## config.mk

```make
export PLATFORM = sky130hd
export DESIGN_NAME = rr_channel_mux
export DESIGN_NICKNAME = d
export VERILOG_FILES = /design/src/rtl/rr_channel_mux.sv
export SDC_FILE = /design/constraint.sdc
export NUM_CORES = 1
export LEC_CHECK = 0
export CAP_MARGIN = 40
export CELL_PAD_IN_SITES_DETAIL_PLACEMENT = 1
export CELL_PAD_IN_SITES_GLOBAL_PLACEMENT = 1
export CORE_UTILIZATION = 28
export DETAILED_ROUTE_END_ITERATION = 10
export HOLD_SLACK_MARGIN = 0.03
export PLACE_DENSITY_LB_ADDON = 0.1
export SLEW_MARGIN = 20
export SYNTH_ARGS = -nofsm -noshare
export SYNTH_HDL_FRONTEND = slang
export SYNTH_SLANG_ARGS = --single-unit
```

## constraint.sdc

```tcl
create_clock -name clk -period 2 [get_ports clk]
set_input_delay 0.2 -clock clk [delete_from_list [all_inputs] [get_ports clk]]
set_output_delay 0.2 -clock clk [all_outputs]
set_load 0.05 [all_outputs]
```

## src/rtl/rr_channel_mux.sv

```systemverilog
// rr_channel_mux: 4-to-1 round-robin collector, tags each beat with its source channel.
// Latency: 1 cycle, in_valid to out_valid (one registered output stage).
// Backpressure: in_ready is all-zero while the output is full and out_ready=0; drain+reload with no bubble.
//
// Ports:
//   clk, rst              rising-edge clock, synchronous active-high reset
//   in_data[4*WIDTH]      ch i data at [i*WIDTH +: WIDTH] (ch0=W .. ch3=Z)
//   in_valid[4]           per-channel request
//   in_ready[4]           per-channel accept, one-hot or zero
//   out_data, out_sel     registered beat and its source index
//   out_valid, out_ready  output handshake
module rr_channel_mux #(
  parameter int WIDTH = 2
) (
  input  logic               clk,
  input  logic               rst,
  input  logic [4*WIDTH-1:0] in_data,
  input  logic [3:0]         in_valid,
  output logic [3:0]         in_ready,
  output logic [WIDTH-1:0]   out_data,
  output logic [1:0]         out_sel,
  output logic               out_valid,
  input  logic               out_ready
);

  logic             out_valid_q, out_valid_d;
  logic [WIDTH-1:0] out_data_q, out_data_d;
  logic [1:0]       out_sel_q, out_sel_d;
  logic [1:0]       ptr_q, ptr_d;

  logic             load_en;
  logic             gnt_found;
  logic [1:0]       gnt_idx;
  logic [1:0]       cand;
  logic [WIDTH-1:0] ch_dat [4];

  always_comb begin
    for (int i = 0; i < 4; i++) begin
      ch_dat[i] = in_data[i*WIDTH +: WIDTH];
    end
  end

  // Output register can take a new beat when empty or draining this cycle.
  assign load_en = ~out_valid_q | out_ready;

  // Search from ptr upward, wrapping mod 4; first requester wins.
  always_comb begin
    gnt_found = 1'b0;
    gnt_idx   = 2'd0;
    cand      = 2'd0;
    for (int k = 0; k < 4; k++) begin
      cand = ptr_q + 2'(k);
      if (!gnt_found && in_valid[cand]) begin
        gnt_found = 1'b1;
        gnt_idx   = cand;
      end
    end
  end

  // Ready is held low during reset so no beat is consumed that the reset then drops.
  always_comb begin
    in_ready = 4'b0000;
    if (!rst && load_en && gnt_found) begin
      in_ready[gnt_idx] = 1'b1;
    end
  end

  always_comb begin
    out_valid_d = out_valid_q;
    out_data_d  = out_data_q;
    out_sel_d   = out_sel_q;
    ptr_d       = ptr_q;
    if (load_en) begin
      if (gnt_found) begin
        out_valid_d = 1'b1;
        out_data_d  = ch_dat[gnt_idx];
        out_sel_d   = gnt_idx;
        ptr_d       = gnt_idx + 2'd1;
      end else begin
        out_valid_d = 1'b0;
      end
    end
  end

  always_ff @(posedge clk) begin
    if (rst) begin
      out_valid_q <= 1'b0;
      out_data_q  <= '0;
      out_sel_q   <= 2'd0;
      ptr_q       <= 2'd0;
    end else begin
      out_valid_q <= out_valid_d;
      out_data_q  <= out_data_d;
      out_sel_q   <= out_sel_d;
      ptr_q       <= ptr_d;
    end
  end

  assign out_valid = out_valid_q;
  assign out_data  = out_data_q;
  assign out_sel   = out_sel_q;

endmodule

```

Word-level counts from Yosys, hierarchy flattened:

Index checks and enable logic that the tools add are counted.

* add/sub/neg operators: 4
* order comparisons: 7
* multiplexer cells: 23
* bitwise logic cells: 3
* reduce and logical (&&, ||, !) cells: 11

Operators by type and width (number)
* 2-bit by 3-bit < comparator with 1-bit output, second input constant: 5
* 2-bit 2-to-1 mux: 6
* 1-bit 2-to-1 mux: 10
* 1-bit binary-select mux with 2-bit select: 4
* 1-bit logical AND: 6
* 2-bit by 1-bit adder with 2-bit output, second input constant: 2
* 2-bit adder, second input constant: 2
* 2-bit binary-select mux with 2-bit select: 1
* 1-bit zero test: 4
* 4-bit 2-to-1 mux: 1
* 3-bit greater-or-equal comparator, second input constant: 1
* 2-bit NOT with 3-bit output: 1
* 1-bit demux with 2-bit select: 1
* 2-bit by 1-bit greater-or-equal comparator with 1-bit output, second input constant: 1
* 2-bit AND reduction: 1
* 1-bit NOT: 1
* 1-bit OR: 1

* flip-flop bits (word level): 7
* input port bits: 15
* output and inout port bits: 9
* word-level logic and storage cells: 52

Depth between registers and ports, before layout:

* word-level depth: 17
* mapped depth: 6
* mapped depth without buffers: 5

Worst setup path after synthesis:

Ideal clock, no wire load.

* path kind: register to output
* from: register out_valid_q (netlist: out_valid)
* to: output in_ready[0]
* arrival: 2.639 ns
* required time: 1.800 ns
* slack: -0.839 ns
* stages on the path, launching flop included: 5
* buffers on the path: 1
* cell sequence: dfxtp_1 nor2b_1 or2_1 buf_4 nor4_1

* cells in the longest elaborated chain, start to end: 5

RTL lines
* start, declared: RTL line 26 `logic out_valid_q, out_valid_d;`
* start signal, assigned: RTL line 92 `out_valid_q <= out_valid_d;`
* 1-bit NOT: RTL line 44 `assign load_en = ~out_valid_q | out_ready;`
* 1-bit OR: RTL line 44
* 1-bit logical AND (2 in series): RTL line 63 `if (!rst && load_en && gnt_found) begin`
* 4-bit 2-to-1 mux: RTL line 63
* end, declared: RTL line 19 `output logic [3:0] in_ready,`

No other way between the ends.

Worst setup path in the final report:

* from: register ptr_q[0]
* to: output in_ready[3]

* cells in the longest elaborated chain, start to end: 17
* elaborated cells on any way between the ends: 32
* classes of those cells: add/sub (3); order compare (2); mux (19); reduce/logical (8)

RTL lines
* start, declared: RTL line 29 `logic [1:0] ptr_q, ptr_d;`
* start signal, assigned: RTL line 95 `ptr_q <= ptr_d;`
* parallel branches: the longest is 16 deep, another holds 2-bit by 3-bit < comparator with 1-bit output
* 4-bit 2-to-1 mux (*): RTL line 63

Mark *: on every way between the ends. The select of a mux whose other input is x is not followed.

==> impl_results.md <==
* Status: finished, violations left
* Violated checks: negative setup slack
* Slew HR at 0.598
* Worst hold-check path type: flop to flop
* Highest-count cells in the layout ignoring fill and taps: 24 x buf_4, 15 x clkdlybuf4s50_1, 6 x nor2_1
* Ys async rst share at 0
* Longest Clk Path Bufs at 2
* Finish-stage setup viols at 2
* Synthesized cell area at about 550 µm²
* Minimum hold slack at 458 ps
* Core area at between 1500 and 2000 µm²
* Synth Instances at 63
* Register area at roughly 150 µm²
* Top-level I/O count at 24
* Post-Place Cells at approximately 130
* Critical path arrival at approximately 1800 ps
* Final min period at approximately 2000 ps
* Post-DR wirelength/cell at 17.6 µm
* Post-layout instance area at about 1100 µm²
* Post-Route WL at 2430 µm
* Final Worst Setup Slack at -21.0 ps
* Fillers at approximately 200
* Initial Util at 0.307
* Area delta synth->final at 110%
* Avg Cell Area, Syn at 8.68 µm²
* Remaining global-route overflow at 0
* Nets at approximately 130
* Critical-path maximum fanout at 4
* Starting DRT DRC Count at 11
* Met2 routed WL at between 1000 and 1500 µm
* Clock Skews at around 1.9 ps
* Req. time, crit path at 1800 ps
* Crit share post-route at 1.01
* Die width at about 46 µm
* Via-per-instance ratio at slightly above 5
* CTS buffer count at 3
* Worst flop-to-flop path startpoint: ptr_q[0]
* Most used DFF post-synth: dfxtp_1
* Clock-pin slew on the worst setup and hold paths at 60 ps
* Fin cells at between 100 and 150
* # H-tree levels at 1
* DRC viols at 0
* CP startpoint: ptr_q[0]
* DIE AREA at between 2000 and 2500 µm²
* Power Dens Cells at approximately 650 nW/µm²
* Drt first pass iters at 4
* Clock Sink Count at 7
* WL met3 at approximately 74 µm
* Ant diodes at 0
* I/O Buffers at 23
* FMAX at between 0.4 and 0.5 GHz
* Routability congestion estimate at about 0.79
* Crit Path Class: flop to primary output
* Highest Signal Layer: met4
* Hold path start: out_sel[0]
* Number of flops mapped to enable cells by yosys at 0
* M1 WL at between 1000 and 1500 µm
* VDD IR max at roughly 0.00042 V
* Crit path launch type: flop
* FF-to-FF setup slack at ~80 ps
* Sequential share of the synthesized area at 0.256
* Slew Limit Fails at 0
* Root Buffer: clkbuf_4
* Die height at about 46 µm
* Worst Tran Pin Value at 601 ps
* Max_cap viols at 0
* Leakage at around 0.45 nW
* First-pass GRT wire length at between 3000 and 4000 µm
* Clk_lat worst skew at between 200 and 300 ps
* Row count at 15
* Multi-input gate area at roughly 460 µm²
* Share of cells above drive strength 1 at 0.496
* Placed inst area at 1000 µm²
* DRT antenna net count at 0
* Synth unique cells at 30
* Yosys reg bits at 7
* Number of global-route vias before repair at between 700 and 800
* RSZ-0062 raised after global routing: true
* CTS tree: built
* Largest net degree at the start of global routing at 11
* Final hold viol count at 0
* Warnings, synthesis at 0
* Via Count at roughly 700
* Synth Net Count at 78
* Most common library cell in the layout ignoring fill and taps: buf_4
* Initial antenna violation count at 0
* HPWL after detailed placement at approximately 1500 µm
* Gr usage total at 0.214
* Crit. End Element: primary output
## area by class of cell
cell class	instances	area share
repair buffers	49	0.421
multi-input cells	51	0.396
flip-flops and latches	7	0.126
well taps	25	0.0272
clock buffers	4	0.0229
inverters	2	0.00653
## per-layer routing
metal / vias up / global-route usage
met5: - / 0
met3: 3 / 0.0353
met1: 341 / 0.259
met4: 0 / 0.0706
li1: 342 / -
met2: 18 / 0.377
## kinds of logic after synthesis
kind of cell           count (synthesis)  share of synthesized area
muxes                                  1                     0.0183
and+or+nand+nor                       35                      0.382
buffers and inverters                  5                     0.0549
DFF                                    7                      0.256
AOI/OAI and AO/OA                     15                      0.288
## path summary, 6_finish.rpt
| path | to | depth (start not counted) |
|---|---|---|
| setup reg to reg | out_data[1] | 8 |
| setup / recovery | in_ready[3] | 6 |
| hold reg to reg | out_sel[0] | 2 |
| hold / removal | out_sel[0] | 2 |
## power breakdown
part           switching (mW)  internal, mW  leakage [nW]  total [mW]
sequential             0.0122         0.157        0.0591       0.169
combinational           0.218         0.214         0.379       0.432
clock                  0.0689        0.0772        0.0150       0.146
total                   0.300         0.448         0.453       0.748
## stage by stage
stage	worst slack, ps	power (mW)	utilization	TNS (ps)
floorplan	-273	0.359	-	-854
global placement	-104	0.516	0.561	-533
detailed placement	-153	0.521	0.561	-741
CTS	-17.1	0.690	0.603	-32.7
global route	-99.6	0.781	0.645	-188
finish	-21.0	0.748	0.645	-22.8
## flip-flops by register name, summed over array words and instances (netlist names)
signal / count
out_sel: 2
out_data: 2
ptr_q: 2
out_valid: 1
## repair_timing
item | in CTS | in global routing
pin swaps | 5 | 7
resized for setup | 11 | 10
hold buffers | 0 | 0
endpoints found under the setup margin | 4 | 4
buffers inserted | 3 | 4
## cell usage after synthesis, drive strengths merged (3+ instances only)
cell type  n  area share
nand2      7       0.053
nor4       6       0.080
a21oi      5       0.046
a2111oi    3       0.094
nor2       7       0.048
dfxtp      7        0.26
nor3       5       0.076
## critical path, stage by stage (launching register included)
cell and delay [ps]:
dfxtp_2 340, and2b_4 250, a311oi_4 50, or2_4 290, buf_8 140, nor4_4 290
buf_12 180
No activity file was read; power rests on OpenSTA's default activity.
